==> config.mk <==
export PLATFORM = sky130hd
export DESIGN_NAME = cache_access_arbiter
export DESIGN_NICKNAME = d
export VERILOG_FILES = /design/src/rtl/cache_arb_pkg.sv /design/src/rtl/cache_access_arbiter_rr_pick2.sv /design/src/rtl/cache_access_arbiter.sv
export SDC_FILE = /design/constraint.sdc
export NUM_CORES = 1
export LEC_CHECK = 0
export BUFFER_PORTS_ARGS = -buffer_cell sky130_fd_sc_hd__clkbuf_2
export CORE_MARGIN = 2
export CORE_UTILIZATION = 50
export CTS_CLUSTER_DIAMETER = 150
export DETAILED_ROUTE_END_ITERATION = 7
export GPL_TIMING_DRIVEN = 0
export MAX_ROUTING_LAYER = met4
export PLACE_DENSITY = 0.95
export SYNTH_ARGS = -nofsm -noshare
export SYNTH_HDL_FRONTEND = slang
export SYNTH_SLANG_ARGS = --single-unit
==> constraint.sdc <==
create_clock -name clk -period 5.9 [get_ports clk]
set_clock_uncertainty 0.2 [all_clocks]
set_input_delay 0.59 -clock clk [delete_from_list [all_inputs] [get_ports clk]]
set_output_delay 0.59 -clock clk [all_outputs]
set_load 0.02 [all_outputs]
==> src/rtl/cache_arb_pkg.sv <==
// Shared types and defaults for the two-port cache access arbiter.
package cache_arb_pkg;

    localparam int ADDR_W_DEF = 15;
    localparam int DATA_W_DEF = 32;
    localparam int CNT_W_DEF  = 16;

    localparam int PORT0 = 0;
    localparam int PORT1 = 1;

    typedef enum logic [2:0] {
        IDLE     = 3'd0,
        LOOKUP   = 3'd1,
        MEM_WAIT = 3'd2,
        FILL     = 3'd3,
        RESP     = 3'd4
    } arb_state_t;

endpackage

==> src/rtl/cache_access_arbiter_rr_pick2.sv <==
// Two-way round-robin picker: a lone request wins, a tie goes to the port
// that was not served last. The caller owns the last_served register.
import cache_arb_pkg::*;

module rr_pick2 (
    input  logic [1:0] i_req,
    input  logic       i_last_served,
    output logic [1:0] o_grant
);

    // Combinational one-hot winner selection
    always_comb begin
        o_grant = 2'b00;
        case (i_req)
            2'b01:   o_grant = 2'b01;
            2'b10:   o_grant = 2'b10;
            2'b11:   o_grant = (i_last_served == 1'b1) ? 2'b01 : 2'b10;
            default: o_grant = 2'b00;
        endcase
    end

endmodule

==> src/rtl/cache_access_arbiter.sv <==
// Shares one direct-mapped cache and its backing memory between two
// requesters. One transaction in flight; lookup, refill and response are
// sequenced here, with saturating hit/miss statistics.
//
//  state    | meaning
//  ---------+--------------------------------------------------------------
//  IDLE     | no owner; arbitrate among pending requests
//  LOOKUP   | cache probed with the latched address; hit/miss sampled
//  MEM_WAIT | miss: memory read held until mem_ready
//  FILL     | one-cycle refill strobe to the cache
//  RESP     | one-cycle response pulse to the owning port
import cache_arb_pkg::*;

module cache_access_arbiter #(
    parameter int ADDR_W = ADDR_W_DEF,
    parameter int DATA_W = DATA_W_DEF,
    parameter int CNT_W  = CNT_W_DEF
) (
    input  logic              clk,
    input  logic              rst,
    input  logic [1:0]        req,
    input  logic [ADDR_W-1:0] req_addr0,
    input  logic [ADDR_W-1:0] req_addr1,
    output logic [1:0]        resp_valid,
    output logic [DATA_W-1:0] resp_data,
    output logic [1:0]        grant,
    output logic [ADDR_W-1:0] cache_addr,
    input  logic              cache_miss,
    input  logic [DATA_W-1:0] cache_rdata,
    output logic              cache_write,
    output logic              mem_read,
    input  logic              mem_ready,
    input  logic [DATA_W-1:0] mem_word,
    output logic [CNT_W-1:0]  hit_count,
    output logic [CNT_W-1:0]  miss_count
);

    arb_state_t        r_state;
    arb_state_t        w_state_nxt;
    logic [1:0]        r_grant;
    logic              r_last_served;
    logic [ADDR_W-1:0] r_cache_addr;
    logic [DATA_W-1:0] r_resp_data;
    logic [CNT_W-1:0]  r_hit_count;
    logic [CNT_W-1:0]  r_miss_count;

    logic [1:0]        w_pick;
    logic              w_start;
    logic              w_hit;
    logic              w_miss;
    logic              w_fill_take;

    rr_pick2 u_pick (
        .i_req         (req),
        .i_last_served (r_last_served),
        .o_grant       (w_pick)
    );

    // State register
    always_ff @(posedge clk) begin
        if (!rst) begin
            r_state <= IDLE;
        end else begin
            r_state <= w_state_nxt;
        end
    end

    // Next-state decode and per-state datapath enables
    always_comb begin
        w_state_nxt = r_state;
        w_start     = 1'b0;
        w_hit       = 1'b0;
        w_miss      = 1'b0;
        w_fill_take = 1'b0;
        case (r_state)
            IDLE: begin
                if (req != 2'b00) begin
                    w_start     = 1'b1;
                    w_state_nxt = LOOKUP;
                end
            end
            LOOKUP: begin
                if (cache_miss) begin
                    w_miss      = 1'b1;
                    w_state_nxt = MEM_WAIT;
                end else begin
                    w_hit       = 1'b1;
                    w_state_nxt = RESP;
                end
            end
            MEM_WAIT: begin
                if (mem_ready) begin
                    w_fill_take = 1'b1;
                    w_state_nxt = FILL;
                end
            end
            FILL:    w_state_nxt = RESP;
            RESP:    w_state_nxt = IDLE;
            default: w_state_nxt = IDLE;
        endcase
    end

    // Ownership, latched address and round-robin history
    always_ff @(posedge clk) begin
        if (!rst) begin
            r_grant       <= 2'b00;
            r_cache_addr  <= '0;
            r_last_served <= 1'b1;
        end else if (w_start) begin
            r_grant       <= w_pick;
            r_cache_addr  <= w_pick[PORT1] ? req_addr1 : req_addr0;
            r_last_served <= w_pick[PORT1];
        end else if (r_state == RESP) begin
            r_grant <= 2'b00;
        end
    end

    // Response word: cache data on a hit, memory word on a refill
    always_ff @(posedge clk) begin
        if (!rst) begin
            r_resp_data <= '0;
        end else if (w_hit) begin
            r_resp_data <= cache_rdata;
        end else if (w_fill_take) begin
            r_resp_data <= mem_word;
        end
    end

    // Saturating statistics; hit and miss are mutually exclusive by state
    always_ff @(posedge clk) begin
        if (!rst) begin
            r_hit_count  <= '0;
            r_miss_count <= '0;
        end else begin
            if (w_hit && (r_hit_count != '1)) begin
                r_hit_count <= r_hit_count + CNT_W'(1);
            end
            if (w_miss && (r_miss_count != '1)) begin
                r_miss_count <= r_miss_count + CNT_W'(1);
            end
        end
    end

    assign grant       = r_grant;
    assign cache_addr  = r_cache_addr;
    assign resp_data   = r_resp_data;
    assign resp_valid  = (r_state == RESP) ? r_grant : 2'b00;
    assign mem_read    = (r_state == MEM_WAIT);
    assign cache_write = (r_state == FILL);
    assign hit_count   = r_hit_count;
    assign miss_count  = r_miss_count;

endmodule

After elaboration in Yosys (flattened, before gate mapping) --
Cells that the tools add are included.
Operators by class: add/sub/neg operators 2, muxes and demuxes 20, eq/ne operators 11, reduce and logical (&&, ||, !) cells 7
Operator list (number):
- 32-bit 2-to-1 mux | 2
- 16-bit by 1-bit adder with 16-bit output, second input constant | 2
- 16-bit != test, second input constant | 2
- 15-bit 2-to-1 mux | 1
- 3-bit one-hot mux with 4 select lines | 1
- 3-bit 2-to-1 mux | 3
- 1-bit 2-to-1 mux | 8
- 2-bit 2-to-1 mux | 4
- 3-bit by 2-bit == test with 1-bit output, second input constant | 2
- 2-bit one-hot mux with 3 select lines | 1
- 2-bit nonzero test | 3
- 2-bit == test, second input constant | 2
- 3-bit by 1-bit == test with 1-bit output, second input constant | 1
- 3-bit == test, second input constant | 1
- 3-bit zero test | 1
- 2-bit by 1-bit == test with 1-bit output, second input constant | 1
- 1-bit logical AND | 2
- 2-bit by 1-bit != test with 1-bit output, second input constant | 1
- 2-bit != test, second input constant | 1
- 2-bit AND reduction | 1
Word-level totals: logic and storage cells 47, input port bits 100, bits in registers 85, output and inout bits 85

Depth between registers and ports, before layout --
depth in word-level cells 4, depth in mapped cells 7, mapped depth without buffers 5

Cells and area by module --
From an unflattened synthesis, not the netlist that was laid out.
Unflattened totals: cell total of the unflattened synthesis 448, area, all modules 4008.8 sq um
By module, submodules not included:
- cache_access_arbiter | instances 1, area an instance 3990.1 sq um, cells an instance 445, sequential area each 1701.6 sq um
- rr_pick2 | instances 1, area an instance 18.8 sq um, cells an instance 3, sequential area each 0.0 sq um

Worst setup path before layout --
Ideal clock, no wire load.
kind register -> register, start point register r_state[1], end point register r_resp_data[0], in the netlist resp_data[0], required time 5562 ps, slack 3675 ps, stages on the path, launching flop included 6, arrival time 1887 ps, setup time 138 ps, buffers on the path 2, period minus slack after synthesis 2225 ps, cells stage by stage dfxtp_1 -> nor3b_1 -> a21o_1 -> buf_2 -> buf_1 -> a211oi_1
On the way: longest elaborated chain between the ends 3, elaborated cells on any way between the ends 6, those cells by class eq/ne (2); mux (3); reduce/logical (1)
Ends and longest elaborated chain:
- start, declared | line cache_access_arbiter.sv:38 | arb_state_t r_state;
- start signal, assigned | line cache_access_arbiter.sv:64 | r_state <= w_state_nxt;
- 3-bit by 2-bit == test with 1-bit output
- via mem_read | line cache_access_arbiter.sv:31 | output logic mem_read,
- 1-bit 2-to-1 mux | line cache_access_arbiter.sv:75 | case (r_state)
- 2-bit nonzero test (no line)
- end signal, assigned | line cache_access_arbiter.sv:123 | r_resp_data <= cache_rdata;
- end signal, assigned | line cache_access_arbiter.sv:125 | r_resp_data <= mem_word;
- end, declared | line cache_access_arbiter.sv:43 | logic [DATA_W-1:0] r_resp_data;
The timed path passes the listed nets, and every way through them passes these cells. A chain may end at the register's enable or synchronous reset.

Final worst setup path --
start point register r_state[1], end point output mem_read
On the way: longest elaborated chain between the ends 1
Ends and longest elaborated chain:
- 3-bit by 2-bit == test with 1-bit output | line cache_access_arbiter.sv:148 | assign mem_read = (r_state == MEM_WAIT);
- end, declared | line cache_access_arbiter.sv:31
No other way between the ends.

==> results.yml <==
route:
  wl_per_cell_um: 15.1
  ant_nets: 0
  drc_errors: 0
  viasPerCell: 5.64
  routed_wl_mm: 11.2
  drtIter0Drc: 191
  firstDrtPassIters: 5
  via_count: 4159
final_layout:
  syn_to_final_growth_pct: 32.4
  layout_commonest_cell: "clkbuf_2"
  drive_above_1_share_pct: 33.8
  mostFrequentLayoutCells: "clkbuf_2 (184), dfxtp_1 (85), nor2_1 (45)"
  nFillCells: 617
  fin_nets: 733
  n_antenna_cell: 0
logic_synthesis:
  ys_ff_latch: 85
  synth_edf_count: 0
  syn_avg_cell_area_um2: 8.91
  yosys_most_used_dff: "dfxtp_1"
  yosys_warnings: 0
  synth_seq_area_share_pct: 43.8
  ys_async_sr_fraction_pct: 0
  synth.distinct_cells: 46
  syn_inst: 436
  synth_area_um2: 3880
  synth_nets: 538
floorplan:
  die_w_um: 92.1
  start_util_pct: 51.1
  die_h_um: 92.1
  core_um2: 7610
  pin_count: 185
  dieArea_um2: 8490
  rows: 32
clock_network:
  clock_sinks: 85
  insertion_delay_ns: 0.35
  cts-root-buf: "clkbuf_8"
  postCtsSetupBuffers: 0
  cts-buffers-inserted: 9
  cts_max_level: 3
  clockBufferDepth: 2
  cts_resized: 0
  hold_buffers: 0
  cts.reportedPaths.clkPinSlew_ns: 0.09
  cts_tree: "yes"
min_path:
  hold_path_class: "flip-flop to flip-flop"
global_route:
  antenna_found_initial: 0
  grt_start_max_net_pins: 16
  grt-ovfl-total: 0
  grt_pass1_vias: 3963
  grt_pass1_wl_mm: 17.8
  grtUsageTotal_pct: 26.7
sta:
  rsz0062_at_grt: "false"
  fin_crit_sh_pct: 40.1
  setup_ws_ns: 3.53
  fmax_ghz: 0.422
  setup_violations: 0
  layout_min_cycle_time_ns: 2.37
  relSlewSlack_pct: 42.0
  worst_pin_slew_ns: 0.863
  drv_slew: 0
  tns_ns: 0
  hold_viol_final: 0
placed_design:
  pre_cts_slack_ns: 3.40
  numPortBuffers: 184
  place_congestion: 0.888
  hpwl_mm: 8.54
pwr:
  vdd_ir_drop_max_mv: 0.172
  cellPowerDensity_nw_per_um2: 262
  p_leak_nw: 2.13
job:
  max_cap_violations: 0
worst_setup_path:
  critPathCaptureType: "primary output"
  critPathKind: "flip-flop to primary output"
  setup.worst_path.start_class: "flip-flop"
  required_ns: 5.11
  max_stage_delay_ns: 0.48
  arrival_ns: 1.58
  cp_cell_sequence: "nor3b_1 > clkbuf_2"
  worst_path_max_delay_cell: "dfxtp_1"
  cp_max_fo: 7
run_status:
  status: "completed"
==> per-layer routing <==
| metal | global-route usage [%] | vias to the layer above | wire, um |
|---|---|---|---|
| met3 | 5.34 | 22 | 626 |
| met1 | 30.3 | 1952 | 4590 |
| met5 | - | - | 0 |
| met4 | 9.20 | 0 | 248 |
| li1 | - | 2026 | - |
| met2 | 46.9 | 159 | 5710 |
==> worst paths after layout <==
kind	cells past startpoint	start	slack [ns]	to
setup / recovery	2	r_state[1]	3.53	mem_read
hold / removal	2	cache_addr[11]	0.26	cache_addr[11]
setup reg to reg	5	r_state[2]	3.60	resp_data[29]
hold reg to reg	2	cache_addr[11]	0.26	cache_addr[11]
==> flip-flops by register name, indices dropped and copies added (netlist names) <==
| signal | count |
|---|---|
| cache_addr | 15 |
| miss_count | 16 |
| grant | 2 |
| resp_data | 32 |
| r_state | 3 |
| r_last_served | 1 |
| hit_count | 16 |
==> report_power, final <==
part	switching, mW	internal (mW)	total (mW)
Combinational	0.168	0.109	0.277
Sequential	0.0256	0.614	0.640
Clock	0.219	0.210	0.429
Total	0.413	0.933	1.35
==> logic make-up after synthesis <==
| logic type | count (synthesis) | synth area share, % |
|---|---|---|
| AND/OR/NAND/NOR | 156 | 21.0 |
| AO/OA/AOI/OAI | 120 | 20.9 |
| flip-flops | 85 | 43.8 |
| multiplexers | 37 | 9.54 |
| buffers and inverters | 35 | 3.87 |
| adder cells (fa/ha/maj) | 2 | 0.644 |
| XOR/XNOR | 1 | 0.226 |
==> cell type report <==
| type | instances | area, um^2 | share of cell area [%] |
|---|---|---|---|
| buffer | 27 | 120 | 2.34 |
| clock buffer | 10 | 138 | 2.68 |
| clock inverter | 6 | 71.3 | 1.39 |
| inverter | 8 | 30.0 | 0.584 |
| multi-input combinational | 316 | 2030 | 39.5 |
| sequential | 85 | 1700 | 33.1 |
| tap | 102 | 128 | 2.48 |
| timing repair buffer | 184 | 921 | 17.9 |
==> metrics by stage <==
step / hold slack, ns / cell area, um^2 / utilization [%] / std cells / total power [mW]
after floorplan: 0.289 / 3880 / - / 436 / 0.822
after global placement: 0.240 / 4930 / 64.8 / 722 / 0.920
after detailed placement: 0.245 / 4930 / 64.8 / 722 / 0.930
after CTS: 0.253 / 5140 / 67.6 / 738 / 1.35
after global routing: 0.265 / 5140 / 67.6 / 738 / 1.41
final: 0.257 / 5140 / 67.6 / 738 / 1.35
==> synth_stat cells, types with 3 or more instances <==
library cell | count | area (um^2)
nand2_1 | 40 | 150
o21ai_0 | 4 | 20.0
nor3_1 | 6 | 30.0
dfxtp_1 | 85 | 1700
o21a_1 | 4 | 30.0
nand3_1 | 12 | 60.1
nand4_1 | 11 | 68.8
or4_1 | 10 | 75.1
inv_1 | 7 | 26.3
o41ai_1 | 3 | 26.3
mux2i_1 | 37 | 370
buf_1 | 5 | 18.8
and4_1 | 5 | 43.8
a211oi_1 | 33 | 248
o221ai_1 | 15 | 131
buf_2 | 6 | 30.0
nor2_1 | 45 | 169
o21ai_1 | 4 | 20.0
nor4_2 | 3 | 37.5
a21oi_1 | 37 | 185
o31ai_1 | 10 | 75.1
clkbuf_1 | 13 | 48.8
or3_1 | 7 | 43.8
and3_1 | 4 | 25.0
==> critical path, delay by kind of cell, from the launching register on <==
family / cells / cell delay (ns)
simple gates: 1 / 0.48
buf+inv: 1 / 0.27
flops: 1 / 0.48
Power figures use the tool's default switching activity.
